**src/rtl/operand_entry_pkg.sv**
```systemverilog
// Shared constants for the operand entry front-end: edit-state encoding,
// button bit positions and the board-level debounce interval.
package operand_entry_pkg;

   typedef enum logic {
      EDIT_OP1 = 1'b0,
      EDIT_OP2 = 1'b1
   } edit_state_t;

   localparam int BTN_ENTER = 0;
   localparam int BTN_NEXT  = 1;

   // 1 ms at 50 MHz
   localparam int DEBOUNCE_CYCLES_DEFAULT = 50000;

endpackage

```
**src/rtl/operand_entry_btn_debounce.sv**
```systemverilog
// Push-button conditioner: 2-flop synchronizer, stability counter that
// accepts a new level only after DEBOUNCE_CYCLES consecutive differing
// samples, and a single-cycle press pulse on the accepted rising edge.
module btn_debounce #(
   parameter int DEBOUNCE_CYCLES = 50000
) (
   input  logic clk,
   input  logic rst_n,
   input  logic raw,
   output logic level,
   output logic press
);

   // Counter only ever needs to hold 0..DEBOUNCE_CYCLES-1.
   localparam int CNT_W = (DEBOUNCE_CYCLES > 1) ? $clog2(DEBOUNCE_CYCLES) : 1;
   localparam logic [CNT_W-1:0] CNT_TC = CNT_W'(DEBOUNCE_CYCLES - 1);

   logic             r_sync1;
   logic             r_sync2;
   logic             r_level;
   logic             r_level_q;
   logic [CNT_W-1:0] r_cnt;

   // Bring the raw pin into the clk domain.
   always_ff @(posedge clk or negedge rst_n) begin
      if (!rst_n) begin
         r_sync1 <= 1'b0;
         r_sync2 <= 1'b0;
      end else begin
         r_sync1 <= raw;
         r_sync2 <= r_sync1;
      end
   end

   // Count consecutive cycles the synchronized level disagrees with the
   // accepted level; any agreement restarts the count.
   always_ff @(posedge clk or negedge rst_n) begin
      if (!rst_n) begin
         r_cnt   <= '0;
         r_level <= 1'b0;
      end else if (r_sync2 != r_level) begin
         if (r_cnt == CNT_TC) begin
            r_level <= r_sync2;
            r_cnt   <= '0;
         end else begin
            r_cnt <= r_cnt + 1'b1;
         end
      end else begin
         r_cnt <= '0;
      end
   end

   // Delayed accepted level for edge detection.
   always_ff @(posedge clk or negedge rst_n) begin
      if (!rst_n) begin
         r_level_q <= 1'b0;
      end else begin
         r_level_q <= r_level;
      end
   end

   assign level = r_level;
   assign press = r_level & ~r_level_q;

endmodule

```
**src/rtl/operand_entry.sv**
```systemverilog
// Operand entry front-end for the ALU lab: debounced ENTER/NEXT buttons
// shift switch nibbles into op1/op2 one hex digit at a time.
//
//   state    | meaning
//   ---------+-----------------------------------------------
//   EDIT_OP1 | ENTER shifts into op1, sel_op2=0
//   EDIT_OP2 | ENTER shifts into op2, sel_op2=1; 4th digit
//            | pulses load_done and returns to EDIT_OP1
module operand_entry
   import operand_entry_pkg::*;
#(
   parameter int          DEBOUNCE_CYCLES = DEBOUNCE_CYCLES_DEFAULT,
   parameter logic [15:0] OP1_RESET       = 16'h1122,
   parameter logic [15:0] OP2_RESET       = 16'h3344
) (
   input  logic        clk,
   input  logic        rst_n,
   input  logic [1:0]  button,
   input  logic [3:0]  switch,
   output logic [15:0] op1,
   output logic [15:0] op2,
   output logic        sel_op2,
   output logic [1:0]  digit_cnt,
   output logic        load_done
);

   edit_state_t r_state;
   edit_state_t w_state_nxt;
   logic [1:0]  r_cnt;
   logic [1:0]  w_cnt_nxt;
   logic [15:0] r_op1;
   logic [15:0] w_op1_nxt;
   logic [15:0] r_op2;
   logic [15:0] w_op2_nxt;
   logic        r_load_done;
   logic        w_load_nxt;
   logic [3:0]  r_sw_sync1;
   logic [3:0]  r_sw_sync2;
   logic [1:0]  w_press;

   btn_debounce #(
      .DEBOUNCE_CYCLES(DEBOUNCE_CYCLES)
   ) u_db_enter (
      .clk   (clk),
      .rst_n (rst_n),
      .raw   (button[BTN_ENTER]),
      .level (),
      .press (w_press[BTN_ENTER])
   );

   btn_debounce #(
      .DEBOUNCE_CYCLES(DEBOUNCE_CYCLES)
   ) u_db_next (
      .clk   (clk),
      .rst_n (rst_n),
      .raw   (button[BTN_NEXT]),
      .level (),
      .press (w_press[BTN_NEXT])
   );

   // Switches are only synchronized; they are expected to be static
   // by the time a debounced ENTER fires.
   always_ff @(posedge clk or negedge rst_n) begin
      if (!rst_n) begin
         r_sw_sync1 <= 4'h0;
         r_sw_sync2 <= 4'h0;
      end else begin
         r_sw_sync1 <= switch;
         r_sw_sync2 <= r_sw_sync1;
      end
   end

   // State, digit counter, operand and load_done registers.
   always_ff @(posedge clk or negedge rst_n) begin
      if (!rst_n) begin
         r_state     <= EDIT_OP1;
         r_cnt       <= 2'd0;
         r_op1       <= OP1_RESET;
         r_op2       <= OP2_RESET;
         r_load_done <= 1'b0;
      end else begin
         r_state     <= w_state_nxt;
         r_cnt       <= w_cnt_nxt;
         r_op1       <= w_op1_nxt;
         r_op2       <= w_op2_nxt;
         r_load_done <= w_load_nxt;
      end
   end

   // Next-state logic; NEXT takes priority and swallows a coincident ENTER.
   always_comb begin
      w_state_nxt = r_state;
      w_cnt_nxt   = r_cnt;
      w_op1_nxt   = r_op1;
      w_op2_nxt   = r_op2;
      w_load_nxt  = 1'b0;
      if (w_press[BTN_NEXT]) begin
         w_state_nxt = (r_state == EDIT_OP1) ? EDIT_OP2 : EDIT_OP1;
         w_cnt_nxt   = 2'd0;
      end else if (w_press[BTN_ENTER]) begin
         if (r_state == EDIT_OP1) begin
            w_op1_nxt = {r_op1[11:0], r_sw_sync2};
         end else begin
            w_op2_nxt = {r_op2[11:0], r_sw_sync2};
         end
         if (r_cnt == 2'd3) begin
            w_cnt_nxt   = 2'd0;
            w_state_nxt = (r_state == EDIT_OP1) ? EDIT_OP2 : EDIT_OP1;
            w_load_nxt  = (r_state == EDIT_OP2);
         end else begin
            w_cnt_nxt = r_cnt + 2'd1;
         end
      end
   end

   assign op1       = r_op1;
   assign op2       = r_op2;
   assign sel_op2   = (r_state == EDIT_OP2);
   assign digit_cnt = r_cnt;
   assign load_done = r_load_done;

endmodule
```
**config.mk**
```make
export PLATFORM = sky130hd
export DESIGN_NAME = operand_entry
export DESIGN_NICKNAME = d
export VERILOG_FILES = /design/src/rtl/operand_entry_pkg.sv /design/src/rtl/operand_entry_btn_debounce.sv /design/src/rtl/operand_entry.sv
export SDC_FILE = /design/constraint.sdc
export NUM_CORES = 1
export LEC_CHECK = 0
export CORE_MARGIN = 1
export CORE_UTILIZATION = 45
export CTS_BUF_LIST = sky130_fd_sc_hd__clkbuf_4 sky130_fd_sc_hd__clkbuf_8
export DETAILED_ROUTE_END_ITERATION = 6
export GPL_TIMING_DRIVEN = 0
export PLACE_DENSITY_LB_ADDON = 0.12
export RECOVER_POWER = 50
export SYNTH_ARGS = -nofsm -noshare
export SYNTH_HDL_FRONTEND = slang
export SYNTH_SLANG_ARGS = --single-unit
```
**constraint.sdc**
```tcl
create_clock -name clk -period 4.15 [get_ports clk]
set_input_delay 1.245 -clock clk [delete_from_list [all_inputs] [get_ports clk]]
set_output_delay 1.245 -clock clk [all_outputs]
set_load 0.005 [all_outputs]
```
==> results of run 1 <==
layer usage:
metal	routed length, µm	vias to the layer above	track usage	part of all wire
met5	0	-	0	0
met2	2483	40	0.2413	0.44
li1	-	1025	-	-
met3	198	6	0.03693	0.035
met1	2840	1026	0.2317	0.51
met4	69	0	0.07359	0.012
layout by cell type, fill, tap and decap left out, types with 3 or more instances in the layout:
cell type        instances
clkdlybuf4s50_1         36
nor2_1                  42
dfstp_2                 10
nand2_1                  9
dlygate4sd3_1            6
ha_1                     3
nor3_1                   9
nand4_1                  8
inv_1                    8
nor4_1                   8
nand3_1                 10
xnor2_1                 27
xor2_1                   4
clkbuf_1                 3
mux2_2                  34
clkbuf_8                 9
dfrtp_1                 74
metrics by stage:
step | cells | util | hold WS [ps] | cell area [µm²] | worst slack, ps
CTS | 425 | 0.5705 | 360.6 | 4160 | 1491
detailed placement | 409 | 0.5465 | 339.6 | 3985 | 1885
finish | 425 | 0.5700 | 359.0 | 4156 | 1510
global route | 425 | 0.5700 | 372.5 | 4156 | 1051
global placement | 408 | 0.5431 | 332.6 | 3960 | -1140
floorplan | 266 | - | 331.2 | 3406 | 2390
power groups by stage:
stage | Clock [mW] | Combinational, mW | Sequential [mW]
global route | 0.576 | 0.0459 | 0.839
detailed placement | 0 | 0.0420 | 0.853
floorplan | 0 | 0.0134 | 0.851
global placement | 0 | 0.0388 | 0.853
finish | 0.521 | 0.0387 | 0.837
CTS | 0.544 | 0.0422 | 0.837
state kept, by name, indices dropped and copies added, names as in the netlist:
name,flops
op2,16
u_db_next.r_sync2,1
u_db_enter.r_sync2,1
r_sw_sync1,4
u_db_enter.r_cnt,16
r_sw_sync2,4
op1,16
u_db_next.r_sync1,1
sel_op2,1
digit_cnt,2
load_done,1
u_db_next.r_level_q,1
u_db_next.r_cnt,16
u_db_enter.level,1
u_db_enter.r_level_q,1
u_db_next.level,1
u_db_enter.r_sync1,1
how the worst max path moves through the flow:
stage	from	endpoint	cells past startpoint
4_1_cts	op1[5]	op1[5]	1
2_1_floorplan	op1[1]	op1[1]	0
6_report	rst_n	op1[4]	1
3_5_place_dp	op2[9]	op2[9]	1
5_1_grt	rst_n	op2[7]	1
3_3_place_gp	rst_n	op1[13]	1
final cells by class:
type / instances / area, µm² / area share
sequential: 84 / 2115 / 0.5087
multi-input combinational: 169 / 1227 / 0.2953
timing repair buffer: 44 / 451.7 / 0.1087
clock buffer: 9 / 123.9 / 0.02980
tap: 99 / 123.9 / 0.02980
clock inverter: 7 / 51.30 / 0.01234
buffer: 5 / 33.78 / 0.008128
inverter: 8 / 30.03 / 0.007225
synth_stat cells (2+ instances only):
cell type,number
and3_1,2
buf_4,2
clkbuf_1,2
dfrtp_1,74
dfstp_2,10
ha_1,3
inv_1,8
mux2_2,34
nand2_1,9
nand3_1,10
nand4_1,8
nor2_1,42
nor3_1,9
nor4_1,8
nor4b_1,2
xnor2_1,27
xor2_1,4
cells by family (layout without fill, tap and decap cells):
family,Yosys count,after routing
AOI/OAI and AO/OA,3,3
xor gates and xnor gates,31,31
adders and majority gates,3,3
buffers and inverters,13,73
DFF,84,84
muxes,35,35
and+or+nand+nor,97,97
==> metrics.md, run 1 <==
| Metric | Value |
|---|---|
| Status | finished with violations |
| Failing checks | capacitance limit, slew limit |
| Post_cts resized | 0 |
| # fillers | 657 |
| # hold bufs at CTS | 0 |
| Startpoint Class | input port |
| Clock buffer depth | 2 |
| Avg Inst Size Synth | 12.80 µm² |
| Power share of the combinational group | 0.028 |
| Maximum VDD drop | 0.2704 mV |
| H-tree depth | 3 |
| Layout cells sized above 1 | 0.2117 |
| Die X-Extent | 89.00 µm |
| Placed wire-length estimate | 3886 µm |
| Clk_skew | 6.127 ps |
| CTS sink cnt | 84 |
| CTS buffer count | 9 |
| Top post-synthesis cells by area | dfrtp_1, mux2_2, dfstp_2 |
| Slew margin rel. | -0.3638 |
| Delay-heaviest family, CP | buffers and inverters |
| Initial antenna violation count | 0 |
| R2R cell count | 5 |
| Hold_sp | u_db_enter.r_sync1 |
| Max cap viols | 1 |
| Critical Path Max Stage Delay | 1430 ps |
| RSZ-0062 raised after global routing | false |
| Core Area | 7292 µm² |
| Die height | 89.00 µm |
| Launching point of the worst reg2reg path | u_db_enter.r_level_q |
| Sequential Power Share | 0.599 |
| Fmax | 0.3788 GHz |
| Final Power | 1.397 mW |
| Fin. Hold Viols | 0 |
| Layout Nets | 332 |
| Root buf cell | clkbuf_8 |
| Hold Crit Depth | 0 |
| Min cycle time layout | 2640 ps |
| EDFF count, synth | 0 |
| First-pass GRT wire length | 9763 µm |
| Simple-gate share of the synthesized area | 0.1418 |
| Yosys warning count | 0 |
| Yosys top cell by area | dfrtp_1 |
| Vias in the first global route | 2058 |
| IO Port Bufs | 43 |
| Antenna-violating nets left | 0 |
| Worst Path Required | 4210 ps |
| Post-synthesis adder-cell area fraction | 0.01102 |
| Tcrit/Tclk final | 0.6361 |
| FF+latch count, synth | 84 |
| Sw frac | 0.2391 |
| Area grow syn2layout | 22.04% |
| Residual DRC | 0 |
| Row cnt | 31 |
| Post-synth ARST share | 1.000 |
| Net switching power | 0.3340 mW |
| Die Area | 7920 µm² |
| Reg2Reg Capture Point | op1[14] |
| Critical path class | input port to async pin |
| Gate Count Post-Synth | 266 |
| Internal power | 1.063 mW |
| Diode count | 0 |
| Max FO, Critical Path | 37 |
| Setup Fix Bufs, Post-CTS | 0 |
| Least-Margin Pin Slew | 2046 ps |
| Largest net degree at the start of global routing | 49 |
| Setup TNS | 0 ps |
| Post-synthesis cell area | 3406 µm² |
| Slowest cell on crit path | clkbuf_1 |
| Pwr Density | 336.0 nW/µm² |
| Class of the worst hold path | flip-flop to flip-flop |
| Leak pwr | 1.800 nW |
| Buffers & Inverters on Critical Path | 1 |
| DR vias/cell | 4.934 |
| Clk_lat worst skew | 350 ps |
| Max Slew Vio Count | 37 |
| Unique cell type count in the Yosys netlist | 29 |
| Routed WL per cell | 13.16 µm |
| Final Setup Violations | 0 |
| Largest family of logic cells by synthesized area | simple AND/OR/NAND/NOR gates |
| Initial Util | 0.4671 |
| I/O Pins | 44 |
| Via count | 2097 |
| DRT Pass-1 Iters | 4 |
| Flop-to-flop setup slack | 2270 ps |
| CTS tree | yes |
| WHS Endpoint | u_db_enter.r_sync2 |
| Critical path arrival | 2700 ps |
| Drt total wl | 5592 µm |
| Total GRT Usage | 0.1633 |
| Critical Path, Cell by Cell | clkbuf_1 |
| Syn_nets | 277 |
| Routability cong. | 0.7850 |
| Compound-Gate Fraction of Synth Area | 0.01249 |
| Clock power share | 0.373 |
| Sequential area share after synthesis | 0.6209 |
| Top FF cell, synth | dfrtp_1 |
| Post-synthesis mux area share | 0.1154 |
| Yosys top cell area share | 0.5437 |
| Grt ovf | 0 |
| Worst-path clk slew | 90 ps |
| Post-Synth XOR/XNOR Area | 0.07972 |
| Initial DRC count | 59 |
| Setup crit end kind | async pin |
Power figures use the tool's default switching activity.
==> run 2, diff against run 1 <==
clock period = 2.6 ns   (was 4.15 ns; I/O delays follow)
==> metrics.md, run 2 (synthesis gave the netlist of run 1 again) <==
| Metric | Value |
|---|---|
| Status | completed |
| Critical Path, Cell by Cell | clkdlybuf4s50_1 |
| Worst-path clk slew | 80 ps (about the same) |
| CTS tree | yes |
| WHS Endpoint | u_db_enter.r_sync2 |
| Residual DRC | 0 (unchanged) |
| Antenna-violating nets left | 0 (unchanged) |
| Hold_sp | u_db_enter.r_sync1 |
| Post_cts resized | 0 (unchanged) |
| Initial Util | 0.4671 (unchanged) |
| IO Port Bufs | 43 (unchanged) |
| Layout cells sized above 1 | 0.2147 (+0.003067) |
| Critical path arrival | 1390 ps (-1310 ps) |
| Delay-heaviest family, CP | flip-flops |
| Vias in the first global route | 2058 (unchanged) |
| Commonest non-fill, non-tap cell in the layout | dfrtp_1 |
| Slowest cell on crit path | dfstp_2 |
| Fin cells | 425 (unchanged) |
| Post-place instance area | 3985 µm² (unchanged) |
| # hold bufs at CTS | 0 (unchanged) |
| PnR worst setup slack | 425.6 ps (-1084 ps) |
| Diode count | 0 (unchanged) |
| H-tree depth | 3 (unchanged) |
| Core Area | 7292 µm² (unchanged) |
| Clk_lat worst skew | 350 ps (about the same) |
| Fmax | 0.4599 GHz |
| Least-Margin Pin Slew | 953.7 ps (-1092 ps) |
| Die Area | 7920 µm² (unchanged) |
| Class of the worst hold path | flip-flop to flip-flop |
| Fin. Hold Viols | 0 (unchanged) |
| Drt total wl | 5593 µm (about the same) |
| Max FO, Critical Path | 3 (-92%) |
| Launching point of the worst reg2reg path | u_db_enter.r_level_q |
| Root buf cell | clkbuf_8 |
| Worst slack at placement | 705.5 ps (-1179 ps) |
| Area grow syn2layout | 22.08% (about the same) |
| Routability cong. | 0.7850 (unchanged) |
| Net switching power | 0.5331 mW (+60%) |
| Critical Path Max Stage Delay | 550 ps (-880 ps) |
| Sequential Power Share | 0.599 (about the same) |
| Die height | 89.00 µm (unchanged) |
| Internal power | 1.696 mW (+60%) |
| Setup Fix Bufs, Post-CTS | 0 (unchanged) |
| Max cap viols | 0 (-1) |
| Pwr Density | 536.2 nW/µm² (+60%) |
| Placed wire-length estimate | 3886 µm (unchanged) |
| CTS sink cnt | 84 (unchanged) |
| Reg2Reg Capture Point | op1[14] |
| Placed instance count | 409 (unchanged) |
| Final instance area | 4158 µm² (about the same) |
| I/O Pins | 44 (unchanged) |
| Via count | 2096 (-0.048%) |
| Buffers & Inverters on Critical Path | 1 (unchanged) |
| Largest net degree at the start of global routing | 49 (unchanged) |
| Slew margin rel. | 0.3642 (+0.7280) |
| RSZ-0062 raised after global routing | false |
| Flop-to-flop setup slack | 720 ps (-1550 ps) |
| Clock power share | 0.373 (about the same) |
| Routed WL per cell | 13.16 µm (about the same) |
| DR vias/cell | 4.932 (about the same) |
| Min cycle time layout | 2174 ps |
| CTS buffer count | 9 (unchanged) |
| Clock buffer depth | 2 (unchanged) |
| Max Slew Vio Count | 0 (-100%) |
| Fin Hold WS | 359.0 ps (unchanged) |
| Power share of the combinational group | 0.028 (about the same) |
| Leak pwr | 1.803 nW (+0.16%) |
| First-pass GRT wire length | 9763 µm (unchanged) |
| CP Depth | 1 (unchanged) |
| Setup crit end kind | output port |
| Final Setup Violations | 0 (unchanged) |
| Grt ovf | 0 (unchanged) |
| Clk_skew | 6.127 ps (unchanged) |
| R2R cell count | 5 (unchanged) |
| Critical path class | flip-flop to output port |
| Hold Crit Depth | 0 (unchanged) |
| DRT Pass-1 Iters | 4 (unchanged) |
| Worst Path Required | 1820 ps (-2390 ps) |
| Total GRT Usage | 0.1633 (unchanged) |
| Initial antenna violation count | 0 (unchanged) |
| Layout Nets | 332 (unchanged) |
| Die X-Extent | 89.00 µm (unchanged) |
| Row cnt | 31 (unchanged) |
| Startpoint Class | flip-flop |
| Maximum VDD drop | 0.4316 mV (+60%) |
| Tcrit/Tclk final | 0.8363 |
| Most frequent cells in the layout | dfrtp_1, nor2_1, clkdlybuf4s50_1 |
| Sw frac | 0.2391 (about the same) |
| Initial DRC count | 59 (unchanged) |
run 2: changes by cell type in the layout (fill, tap and decap cells not counted):
cell | before | now
clkbuf_1 | 3 | 2
clkbuf_2 | 0 | 1
run 2: how the worst max path moves through the flow:
stage | slack, ps | from | end
6_report | 430 | op2[2] | op2[2]
5_1_grt | 370 | op1[8] | op1[8]
4_1_cts | 410 | op1[5] | op1[5]
3_5_place_dp | 710 | u_db_enter.r_level_q | op1[14]
3_3_place_gp | -2230 | rst_n | op1[13]
2_1_floorplan | 960 | u_db_enter.r_level_q | op1[0]
run 2: stage by stage:
stage                       util  power, mW  setup TNS (ps)
after floorplan                -      1.379               0
after global placement    0.5431      1.423         -176800
after detailed placement  0.5465      1.428               0
after CTS                 0.5705      2.271               0
after global routing      0.5702      2.332               0
final                     0.5702      2.229               0
run 2: per-layer routing:
layer | global-route usage | share of wire
met5 | 0 | 0
met4 | 0.07359 | 0.012
met3 | 0.03693 | 0.035
met2 | 0.2413 | 0.44
met1 | 0.2317 | 0.51
run 2: final cells by class:
cell class | instances | area (µm²)
fill | 658 | 3134
clock buffer | 9 | 123.9
timing repair buffer | 44 | 452.9
buffer | 5 | 33.78
clock inverter | 7 | 51.30
multi-input combinational | 169 | 1227
tap | 99 | 123.9
inverter | 8 | 30.03
sequential | 84 | 2115
run 2: power by group through the flow:
| stage | Combinational [mW] | Clock, mW | Sequential, mW |
|---|---|---|---|
| after floorplan | 0.0214 | 0 | 1.36 |
| after global placement | 0.0620 | 0 | 1.36 |
| after detailed placement | 0.0671 | 0 | 1.36 |
| after CTS | 0.0674 | 0.868 | 1.34 |
| after global routing | 0.0732 | 0.919 | 1.34 |
| final | 0.0617 | 0.832 | 1.34 |
==> run 3, diff against run 2 <==
clock period = 2.1 ns   (was 2.6 ns; I/O delays follow)
==> metrics.md, run 3 (synthesis gave the netlist of run 1 again) <==
| Metric | Value |
|---|---|
| Fin. Hold Viols | 0 (unchanged) |
| Placed instance count | 409 (unchanged) |
| Reg2Reg Capture Point | op1[14] |
| Root buf cell | clkbuf_8 |
| CTS tree | yes |
| Buffers & Inverters on Critical Path | 1 (unchanged) |
| CTS buffer count | 9 (unchanged) |
| DRT Pass-1 Iters | 4 (unchanged) |
| Clk_lat worst skew | 350 ps (about the same) |
| Critical path arrival | 1400 ps (about the same) |
| Class of the worst hold path | flip-flop to flip-flop |
| Residual DRC | 0 (unchanged) |
| Hold Crit Depth | 0 (unchanged) |
| R2R cell count | 5 (unchanged) |
| Critical Path Max Stage Delay | 550 ps (about the same) |
| RSZ-0062 raised after global routing | false |
| H-tree depth | 3 (unchanged) |
| Post_cts resized | 0 (unchanged) |
| Startpoint Class | flip-flop |
| Via count | 2092 (-0.19%) |
| Most frequent cells in the layout | dfrtp_1, nor2_1, clkdlybuf4s50_1 |
| Total GRT Usage | 0.1633 (unchanged) |
| Fmax | 0.4938 GHz |
| Worst-path clk slew | 80 ps (about the same) |
| Initial DRC count | 48 (-19%) |
| WHS Endpoint | u_db_enter.r_sync2 |
| Drt total wl | 5596 µm (about the same) |
| Fin cells | 425 (unchanged) |
| Largest net degree at the start of global routing | 49 (unchanged) |
| First-pass GRT wire length | 9763 µm (unchanged) |
| Vias in the first global route | 2058 (unchanged) |
| Routed WL per cell | 13.17 µm (about the same) |
| Clock buffer depth | 2 (unchanged) |
| Routability cong. | 0.7850 (unchanged) |
| Critical Path, Cell by Cell | clkdlybuf4s50_1 |
| Commonest non-fill, non-tap cell in the layout | dfrtp_1 |
| Worst Path Required | 1470 ps (-350 ps) |
| Delay-heaviest family, CP | flip-flops |
| Die Area | 7920 µm² (unchanged) |
| Diode count | 0 (unchanged) |
| Grt ovf | 0 (unchanged) |
| Min cycle time layout | 2025 ps |
| Clk_skew | 6.504 ps (+0.3765 ps) |
| Area grow syn2layout | 21.49% |
| Slowest cell on crit path | dfstp_2 |
| Maximum VDD drop | 0.5345 mV (+24%) |
| Max Slew Vio Count | 0 (unchanged) |
| Post-place instance area | 3985 µm² (unchanged) |
| CTS sink cnt | 84 (unchanged) |
| Hold_sp | u_db_enter.r_sync1 |
| # fillers | 660 (+0.30%) |
| Max FO, Critical Path | 3 (unchanged) |
| Pwr Density | 666.2 nW/µm² (+24%) |
| Antenna-violating nets left | 0 (unchanged) |
| Status | completed |
| Flop-to-flop setup slack | 220 ps (-500 ps) |
| Max cap viols | 0 (unchanged) |
| Final Setup Violations | 0 (unchanged) |
| Setup crit end kind | output port |
| Critical path class | flip-flop to output port |
| # hold bufs at CTS | 0 (unchanged) |
| Initial antenna violation count | 0 (unchanged) |
| Setup TNS | 0 ps (unchanged) |
| Layout Nets | 332 (unchanged) |
| Least-Margin Pin Slew | 893.2 ps (-60.49 ps) |
| Slew margin rel. | 0.4045 (+0.04033) |
| DR vias/cell | 4.922 (-0.19%) |
| Tcrit/Tclk final | 0.9644 |
| Final Power | 2.757 mW (+24%) |
| I/O Pins | 44 (unchanged) |
| Fin Hold WS | 359.0 ps (+0.008000 ps) |
| Leak pwr | 1.795 nW (-0.45%) |
| Layout cells sized above 1 | 0.2147 (unchanged) |
| IO Port Bufs | 43 (unchanged) |
| Die height | 89.00 µm (unchanged) |
| Initial Util | 0.4671 (unchanged) |
| Setup Fix Bufs, Post-CTS | 0 (unchanged) |
| Placed wire-length estimate | 3886 µm (unchanged) |
| Core Area | 7292 µm² (unchanged) |
| Row cnt | 31 (unchanged) |
| Launching point of the worst reg2reg path | u_db_enter.r_level_q |
| Die X-Extent | 89.00 µm (unchanged) |
| Final instance area | 4138 µm² (-0.48%) |
## run 3: area by class of cell
class | instances | area, µm² | share of cell area
Clock inverter | 7 | 51.30 | 0.01240
Clock buffer | 9 | 123.9 | 0.02994
Buffer | 5 | 33.78 | 0.008164
Multi-Input combinational cell | 169 | 1227 | 0.2966
Sequential cell | 84 | 2115 | 0.5110
Inverter | 8 | 30.03 | 0.007257
Timing Repair Buffer | 44 | 432.9 | 0.1046
Tap cell | 99 | 123.9 | 0.02994
## run 3: report_power, final
group,internal (mW),switching [mW],total (mW)
sequential,1.64,0.0158,1.65
combinational,0.0226,0.0484,0.0710
clock,0.435,0.597,1.03
## run 3: worst max path at each step
stage	startpoint	end	slack, ps	cells after the start
floorplan	u_db_enter.r_level_q	op1[0]	460	5
global placement	rst_n	op1[13]	-2580	1
detailed placement	u_db_enter.r_level_q	op1[14]	210	5
CTS	op1[5]	op1[5]	60	1
global route	op1[8]	op1[8]	20	1
finish	op2[2]	op2[2]	70	1
## run 3: metrics by stage
step	setup WS (ps)	util
after CTS	56.19	0.5705
after detailed placement	205.5	0.5465
after global placement	-2575	0.5431
after floorplan	462.8	-
final	74.85	0.5674
after global routing	19.39	0.5674
## run 3: metal layers
layer  part of all wire  routed length (µm)  global-route usage
met4              0.012                  69             0.07359
met5                  0                   0                   0
met1               0.51                2852              0.2317
met2               0.45                2493              0.2413
met3              0.032                 180             0.03693
